--- config.mk ---
export PLATFORM = sky130hd
export DESIGN_NAME = noc_link_relay
export DESIGN_NICKNAME = d
export VERILOG_FILES = /design/src/rtl/noc_pkg.sv /design/src/rtl/noc_relay_fifo.sv /design/src/rtl/noc_link_relay.sv
export SDC_FILE = /design/constraint.sdc
export NUM_CORES = 1
export LEC_CHECK = 0
export ABC_CLOCK_PERIOD_IN_PS = 6350
export BUFFER_PORTS_ARGS = -buffer_cell sky130_fd_sc_hd__clkbuf_2
export CAP_MARGIN = 5
export CELL_PAD_IN_SITES_DETAIL_PLACEMENT = 1
export CELL_PAD_IN_SITES_GLOBAL_PLACEMENT = 1
export CORE_MARGIN = 1
export CORE_UTILIZATION = 35
export DETAILED_ROUTE_END_ITERATION = 6
export PLACE_DENSITY = 0.62
export REMOVE_ABC_BUFFERS = 1
export SLEW_MARGIN = 10
export SYNTH_ARGS = -nofsm -noshare
export SYNTH_HDL_FRONTEND = slang
export SYNTH_SLANG_ARGS = --single-unit
--- constraint.sdc ---
create_clock -name clk -period 6.35 [get_ports clk]
set_input_delay 0.3175 -clock clk [delete_from_list [all_inputs] [get_ports clk]]
set_output_delay 0.3175 -clock clk [all_outputs]
set_load 0.01 [all_outputs]
--- src/rtl/noc_pkg.sv ---
`default_nettype none
// ============================================================================
//  Module      : noc_pkg
//  Description : Shared helpers for the NoC link relay: stored flit width
//                and the receive-FIFO credit margin.
//  Revision    : 1.0 - initial release
// ============================================================================
package noc_pkg;

  // A stored flit carries {last, addr, data}.
  function automatic int flit_w(input int a_w, input int d_w);
    return a_w + d_w + 1;
  endfunction

  // Free FIFO slots needed before credit is granted. When credit drops,
  // up to STAGES beats sit in the forward pipe and STAGES more can still be
  // accepted while the ready bit walks the reverse pipe; one extra slot
  // covers the beat accepted on the edge the count was sampled.
  function automatic int credit_margin(input int stages);
    return 2 * stages + 1;
  endfunction

endpackage
`default_nettype wire

--- src/rtl/noc_relay_fifo.sv ---
`default_nettype none
// ============================================================================
//  Module      : noc_relay_fifo
//  Description : First-word fall-through synchronous FIFO with explicit
//                pointer wrap (any DEPTH), occupancy count and a sticky
//                overflow flag.
//  Ports       : clk, rst_n        clock, async active-low reset
//                push, wdata       write request and data
//                pop               read request (ignored when empty)
//                rdata             head entry, valid whenever !empty
//                count, empty      occupancy and empty flag
//                overflow          sticky: write attempted while full
//  Revision    : 1.0 - initial release
// ============================================================================
module noc_relay_fifo #(
  parameter int WIDTH = 36,
  parameter int DEPTH = 16,
  parameter int CNT_W = $clog2(DEPTH + 1)
) (
  input  logic             clk,
  input  logic             rst_n,
  input  logic             push,
  input  logic [WIDTH-1:0] wdata,
  input  logic             pop,
  output logic [WIDTH-1:0] rdata,
  output logic [CNT_W-1:0] count,
  output logic             empty,
  output logic             overflow
);

  localparam int c_ptr_w = (DEPTH > 1) ? $clog2(DEPTH) : 1;
  localparam logic [c_ptr_w-1:0] c_last_idx = c_ptr_w'(DEPTH - 1);

  logic [WIDTH-1:0]   r_mem [DEPTH];
  logic [c_ptr_w-1:0] r_wr_ptr;
  logic [c_ptr_w-1:0] r_rd_ptr;
  logic [CNT_W-1:0]   r_count;
  logic               r_overflow;

  logic w_empty;
  logic w_full;
  logic w_do_pop;
  logic w_do_push;

  function automatic logic [c_ptr_w-1:0] next_ptr(input logic [c_ptr_w-1:0] p);
    return (p == c_last_idx) ? '0 : p + 1'b1;
  endfunction

  assign w_empty   = (r_count == '0);
  assign w_full    = (r_count == CNT_W'(DEPTH));
  assign w_do_pop  = pop & ~w_empty;
  // A pop in the same cycle frees the head slot, so a full FIFO still
  // accepts the write.
  assign w_do_push = push & (~w_full | w_do_pop);

  always_ff @(posedge clk or negedge rst_n) begin
    if (!rst_n) begin
      r_wr_ptr   <= '0;
      r_rd_ptr   <= '0;
      r_count    <= '0;
      r_overflow <= 1'b0;
    end else begin
      if (w_do_push) r_wr_ptr <= next_ptr(r_wr_ptr);
      if (w_do_pop)  r_rd_ptr <= next_ptr(r_rd_ptr);
      case ({w_do_push, w_do_pop})
        2'b10:   r_count <= r_count + 1'b1;
        2'b01:   r_count <= r_count - 1'b1;
        default: r_count <= r_count;
      endcase
      if (push & ~w_do_push) r_overflow <= 1'b1;
    end
  end

  // Storage needs no reset; the pointers and count define what is valid.
  always_ff @(posedge clk) begin
    if (w_do_push) r_mem[r_wr_ptr] <= wdata;
  end

  assign rdata    = r_mem[r_rd_ptr];
  assign count    = r_count;
  assign empty    = w_empty;
  assign overflow = r_overflow;

endmodule
`default_nettype wire

--- src/rtl/noc_link_relay.sv ---
`default_nettype none
// ============================================================================
//  Module      : noc_link_relay
//  Description : Retiming link stage between two NoC switches. STAGES
//                forward registers carry {valid,last,addr+data}, STAGES
//                reverse registers carry ready; a receive FWFT FIFO sized
//                for the full round trip absorbs every in-flight beat.
//  Ports       : clk, rst_n                 clock, async active-low reset
//                s_axis_wdata/wvalid/wlast  upstream flit
//                s_axis_wready              delayed credit to upstream
//                m_axis_wdata/wvalid/wlast  downstream flit (FIFO head)
//                m_axis_wready              downstream accept
//                occupancy                  receive FIFO count
//                overflow                   sticky write-while-full flag
//  Revision    : 1.0 - initial release
// ============================================================================
module noc_link_relay
  import noc_pkg::*;
#(
  parameter int A_W    = 3,
  parameter int D_W    = 32,
  parameter int STAGES = 4,
  parameter int DEPTH  = 16
) (
  input  logic                         clk,
  input  logic                         rst_n,
  input  logic [A_W+D_W-1:0]           s_axis_wdata,
  input  logic                         s_axis_wvalid,
  input  logic                         s_axis_wlast,
  output logic                         s_axis_wready,
  output logic [A_W+D_W-1:0]           m_axis_wdata,
  output logic                         m_axis_wvalid,
  output logic                         m_axis_wlast,
  input  logic                         m_axis_wready,
  output logic [$clog2(DEPTH+1)-1:0]   occupancy,
  output logic                         overflow
);

  localparam int c_flit_w = flit_w(A_W, D_W);
  localparam int c_cnt_w  = $clog2(DEPTH + 1);
  localparam int c_margin = credit_margin(STAGES);

  if (STAGES < 1) begin : g_check_stages
    $error("noc_link_relay: STAGES must be at least 1");
  end
  if (DEPTH < c_margin + 1) begin : g_check_depth
    $error("noc_link_relay: DEPTH must be at least 2*STAGES+2");
  end

  logic [STAGES-1:0]   r_fwd_vld;
  logic [c_flit_w-1:0] r_fwd_flit [STAGES];
  logic [STAGES-1:0]   r_rdy_pipe;

  logic                w_accept;
  logic                w_pop;
  logic                w_empty;
  logic [c_cnt_w-1:0]  w_count;
  logic [c_cnt_w-1:0]  w_free;
  logic                w_credit_ok;
  logic [c_flit_w-1:0] w_rd_flit;

  assign w_accept      = s_axis_wvalid & s_axis_wready;
  assign s_axis_wready = r_rdy_pipe[STAGES-1];

  // Credit is judged on the registered count only, so the reverse pipe
  // starts from a clean flop and never sees the pop path combinationally.
  assign w_free      = c_cnt_w'(DEPTH) - w_count;
  assign w_credit_ok = (w_free >= c_cnt_w'(c_margin));

  // Control pipes: shift every cycle, no stall.
  always_ff @(posedge clk or negedge rst_n) begin
    if (!rst_n) begin
      r_fwd_vld  <= '0;
      r_rdy_pipe <= '0;
    end else begin
      r_fwd_vld[0]  <= w_accept;
      r_rdy_pipe[0] <= w_credit_ok;
      for (int i = 1; i < STAGES; i++) begin
        r_fwd_vld[i]  <= r_fwd_vld[i-1];
        r_rdy_pipe[i] <= r_rdy_pipe[i-1];
      end
    end
  end

  // Payload travels alongside the valid bit and needs no reset.
  always_ff @(posedge clk) begin
    r_fwd_flit[0] <= {s_axis_wlast, s_axis_wdata};
    for (int i = 1; i < STAGES; i++) begin
      r_fwd_flit[i] <= r_fwd_flit[i-1];
    end
  end

  assign w_pop = m_axis_wvalid & m_axis_wready;

  noc_relay_fifo #(
    .WIDTH (c_flit_w),
    .DEPTH (DEPTH),
    .CNT_W (c_cnt_w)
  ) u_fifo (
    .clk      (clk),
    .rst_n    (rst_n),
    .push     (r_fwd_vld[STAGES-1]),
    .wdata    (r_fwd_flit[STAGES-1]),
    .pop      (w_pop),
    .rdata    (w_rd_flit),
    .count    (w_count),
    .empty    (w_empty),
    .overflow (overflow)
  );

  assign m_axis_wvalid = ~w_empty;
  assign m_axis_wlast  = w_rd_flit[c_flit_w-1];
  assign m_axis_wdata  = w_rd_flit[c_flit_w-2:0];
  assign occupancy     = w_count;

endmodule
`default_nettype wire

==> impl_metrics.env <==
export IMPL_netlist_instances=1149
export IMPL_nets=1367
export IMPL_setup_viol=0
export IMPL_die_h_um=273
export IMPL_layout_commonest_cell="edfxtp_1"
export IMPL_worstSkewPairLatency_ps=630
export IMPL_synth_yosys_seq_area_share_pct=80.9
export IMPL_core_area_um2=72000
export IMPL_grt_setup_unrepaired="false"
export IMPL_arrival_ps=3880
export IMPL_cp_num_buf_inv=4
export IMPL_vias=11600
export IMPL_antenna_found_initial=0
export IMPL_wire_per_inst_um=22.8
export IMPL_hold_viol_final=0
export IMPL_worstSetupPathType="reg2reg"
export IMPL_hp_class="in2reg"
export IMPL_synth_top_cells_by_area="edfxtp_1 (67%), mux4_2 (13%), dfxtp_1 (11%)"
export IMPL_finClkSkew_ps=28.2
export IMPL_dp_hpwl_mm=28.7
export IMPL_end_kind="flop"
export IMPL_tightest_slew_ps=1170
export IMPL_fin_crit_sh_pct=57.5
export IMPL_critPathLaunch="u_fifo.count[1]$_DFFE_PN0P_"
export IMPL_synthDominantCellAreaShare_pct=67.5
export IMPL_start_util_pct=35.6
export IMPL_drv_cap=0
export IMPL_first_pass_iters=4
export IMPL_vias_per_cell=4.96
export IMPL_setup_tns_ps=0
export IMPL_fmax_ghz=0.274
export IMPL_startpoint_type="flop"
export IMPL_synthArstFlopShare_pct=2.96
export IMPL_synth_area_um2=25600
export IMPL_r2r_start="u_fifo.count[1]$_DFFE_PN0P_"
export IMPL_p_leak_uw=0.0101
export IMPL_path_cells="inv_1 -> ha_1 -> nor3b_1 -> ha_1 -> inv_1 -> nand2_1 -> inv_1 -> o21ai_0 -> buf_4 -> nor3b_1 -> and2_2"
export IMPL_grt_usage_pct=14.5
export IMPL_die_area_um2=74300
export IMPL_path_max_fanout=36
export IMPL_yosys_area_top_type="edfxtp_1"
export IMPL_ctsRootBufferMaster="clkbuf_16"
export IMPL_ctsLongestPathBuffers=3
export IMPL_worst_ep_required_time_ps=6580
export IMPL_crit_family="simple AND/OR/NAND/NOR gates"
export IMPL_totalWireLength_mm=53.2
export IMPL_synth_edf_count=576
export IMPL_ys_seq_elements=742
export IMPL_cts_buffers=79
export IMPL_rows=98
export IMPL_final_layout_size_suffix_gt1_share_pct=29.0
export IMPL_drt_iter0_markers=709
export IMPL_die_w_um=273
export IMPL_slew_headroom_pct=21.8
export IMPL_critPathMostFrequentCell="inv_1"
export IMPL_cpMaxStageDelayCell="and2_2"
export IMPL_irDropWorstVdd_uv=271
export IMPL_clkTransAtPathRegs_ps=60
export IMPL_ant_nets=0
export IMPL_slew_viol_final=0
export IMPL_p_total_uw=13500
export IMPL_mostFrequentLayoutCells="edfxtp_1 (576), mux4_2 (144), dfxtp_1 (144), clkbuf_16 (84), clkbuf_2 (84)"
export IMPL_postSynthAreaPerCell_um2=22.3
export IMPL_run_status="finished, final reports clean"
export IMPL_finalWeightedCongestion=0.695
export IMPL_cts_sinks=742
export IMPL_grt_max_degree=105
export IMPL_h_tree_depth=3
export IMPL_yosysUniqueCellTypes=35
export IMPL_min_period_ps=3650
export IMPL_ys_dominant_reg_cell="edfxtp_1"
export IMPL_fin_util_pct=41.9
export IMPL_tritoncts="done"
export IMPL_p_per_area_nw_per_um2=446
export IMPL_yosysWarnings=0
export IMPL_grt_overflow=0
export IMPL_drc=0
export IMPL_max_stage_delay_ps=1010
export IMPL_diodes=0
export IMPL_pin_count=84
export IMPL_area_delta_synth_final_pct=17.7
export IMPL_ctsResizeCount=0
export IMPL_min_delay_start="m_axis_wready"
export IMPL_grt_pass1_wl_mm=79.8
export IMPL_io_buffers=83
export IMPL_grt_pass1_vias=12500
==> worst min-delay path, delay by kind of cell <==
family	cells	cell delay [ps]
buf+inv	1	80
simple gates	3	250
==> flip-flops by register name, indices dropped and copies added, names as in the netlist <==
register         count
r_fwd_flit         144
r_fwd_vld            4
r_rdy_pipe           4
u_fifo.count         5
u_fifo.overflow      1
u_fifo.r_mem       576
u_fifo.r_rd_ptr      4
u_fifo.r_wr_ptr      4
==> final cells by class <==
| type | count | area, µm² |
|---|---|---|
| well taps | 950 | 1190 |
| clock inverters | 37 | 320 |
| flip-flops and latches | 742 | 20700 |
| repair buffers | 140 | 963 |
| inverters | 9 | 33.8 |
| clock buffers | 111 | 2300 |
| fillers | 6680 | 41800 |
| multi-input cells | 343 | 4630 |
==> worst paths after layout <==
kind	endpoint	slack (ps)	depth (start not counted)
max	u_fifo.r_mem[9][17]$_DFFE_PP_	2700	11
min	u_fifo.r_rd_ptr[1]$_DFFE_PN0P_	70	4
max reg2reg	u_fifo.r_mem[9][17]$_DFFE_PP_	2700	11
min reg2reg	r_fwd_flit[3][16]$_DFF_P_	310	0
max in group asynchronous	u_fifo.r_rd_ptr[1]$_DFFE_PN0P_	5670	2
min in group asynchronous	r_rdy_pipe[3]$_DFF_PN0_	250	2
==> what timing repair did <==
action,in CTS,in global routing
hold buffers,38,0
hold endpoints to repair,59,0
buffers inserted,0,0
==> power breakdown <==
| part | internal, µW | switching [µW] | total (µW) |
|---|---|---|---|
| Combinational | 1310 | 1630 | 2930 |
| Clock | 2680 | 1890 | 4570 |
| Sequential | 5640 | 304 | 5950 |
==> cell families (layout without fill, tap and decap cells) <==
logic type / Yosys count / count (layout) / share of synthesized area [%]
AO/OA/AOI/OAI: 92 / 92 / 2.61
multiplexers: 146 / 146 / 12.7
adder cells (fa/ha/maj): 12 / 12 / 0.586
buffers and inverters: 64 / 297 / 1.27
AND/OR/NAND/NOR: 82 / 82 / 1.54
XOR/XNOR: 11 / 11 / 0.376
flip-flops: 742 / 742 / 80.9
==> stage by stage <==
| stage | setup slack (ps) | hold WS (ps) | std cells | instance area, µm² |
|---|---|---|---|---|
| finish | 2700 | 72.3 | 2332 | 30200 |
| global route | 2300 | 108 | 2332 | 30200 |
| CTS | 2650 | 44.7 | 2332 | 30200 |
| detailed placement | 2660 | 313 | 2146 | 27200 |
| global placement | 2830 | 310 | 2146 | 27200 |
| floorplan | -533 | 21.9 | 1094 | 25300 |
==> layer usage <==
layer / global-route usage [%] / up-vias / share of wire [%] / routed length [µm]
met2: 23.4 / 251 / 48 / 25800
met3: 3.12 / 87 / 4.6 / 2450
met5: 0 / - / 0 / 0
li1: - / 5034 / - / -
met4: 4.49 / 0 / 2.2 / 1170
met1: 19.7 / 6204 / 45 / 23800
==> synth_stat cells (8+ instances only) <==
| master | count |
|---|---|
| ha_1 | 12 |
| mux4_2 | 144 |
| buf_2 | 8 |
| a22oi_1 | 73 |
| inv_1 | 9 |
| dfrtp_1 | 22 |
| and2_1 | 16 |
| edfxtp_1 | 576 |
| clkbuf_1 | 27 |
| nand2_1 | 45 |
| dfxtp_1 | 144 |
No activity file was read; power rests on OpenSTA's default activity.
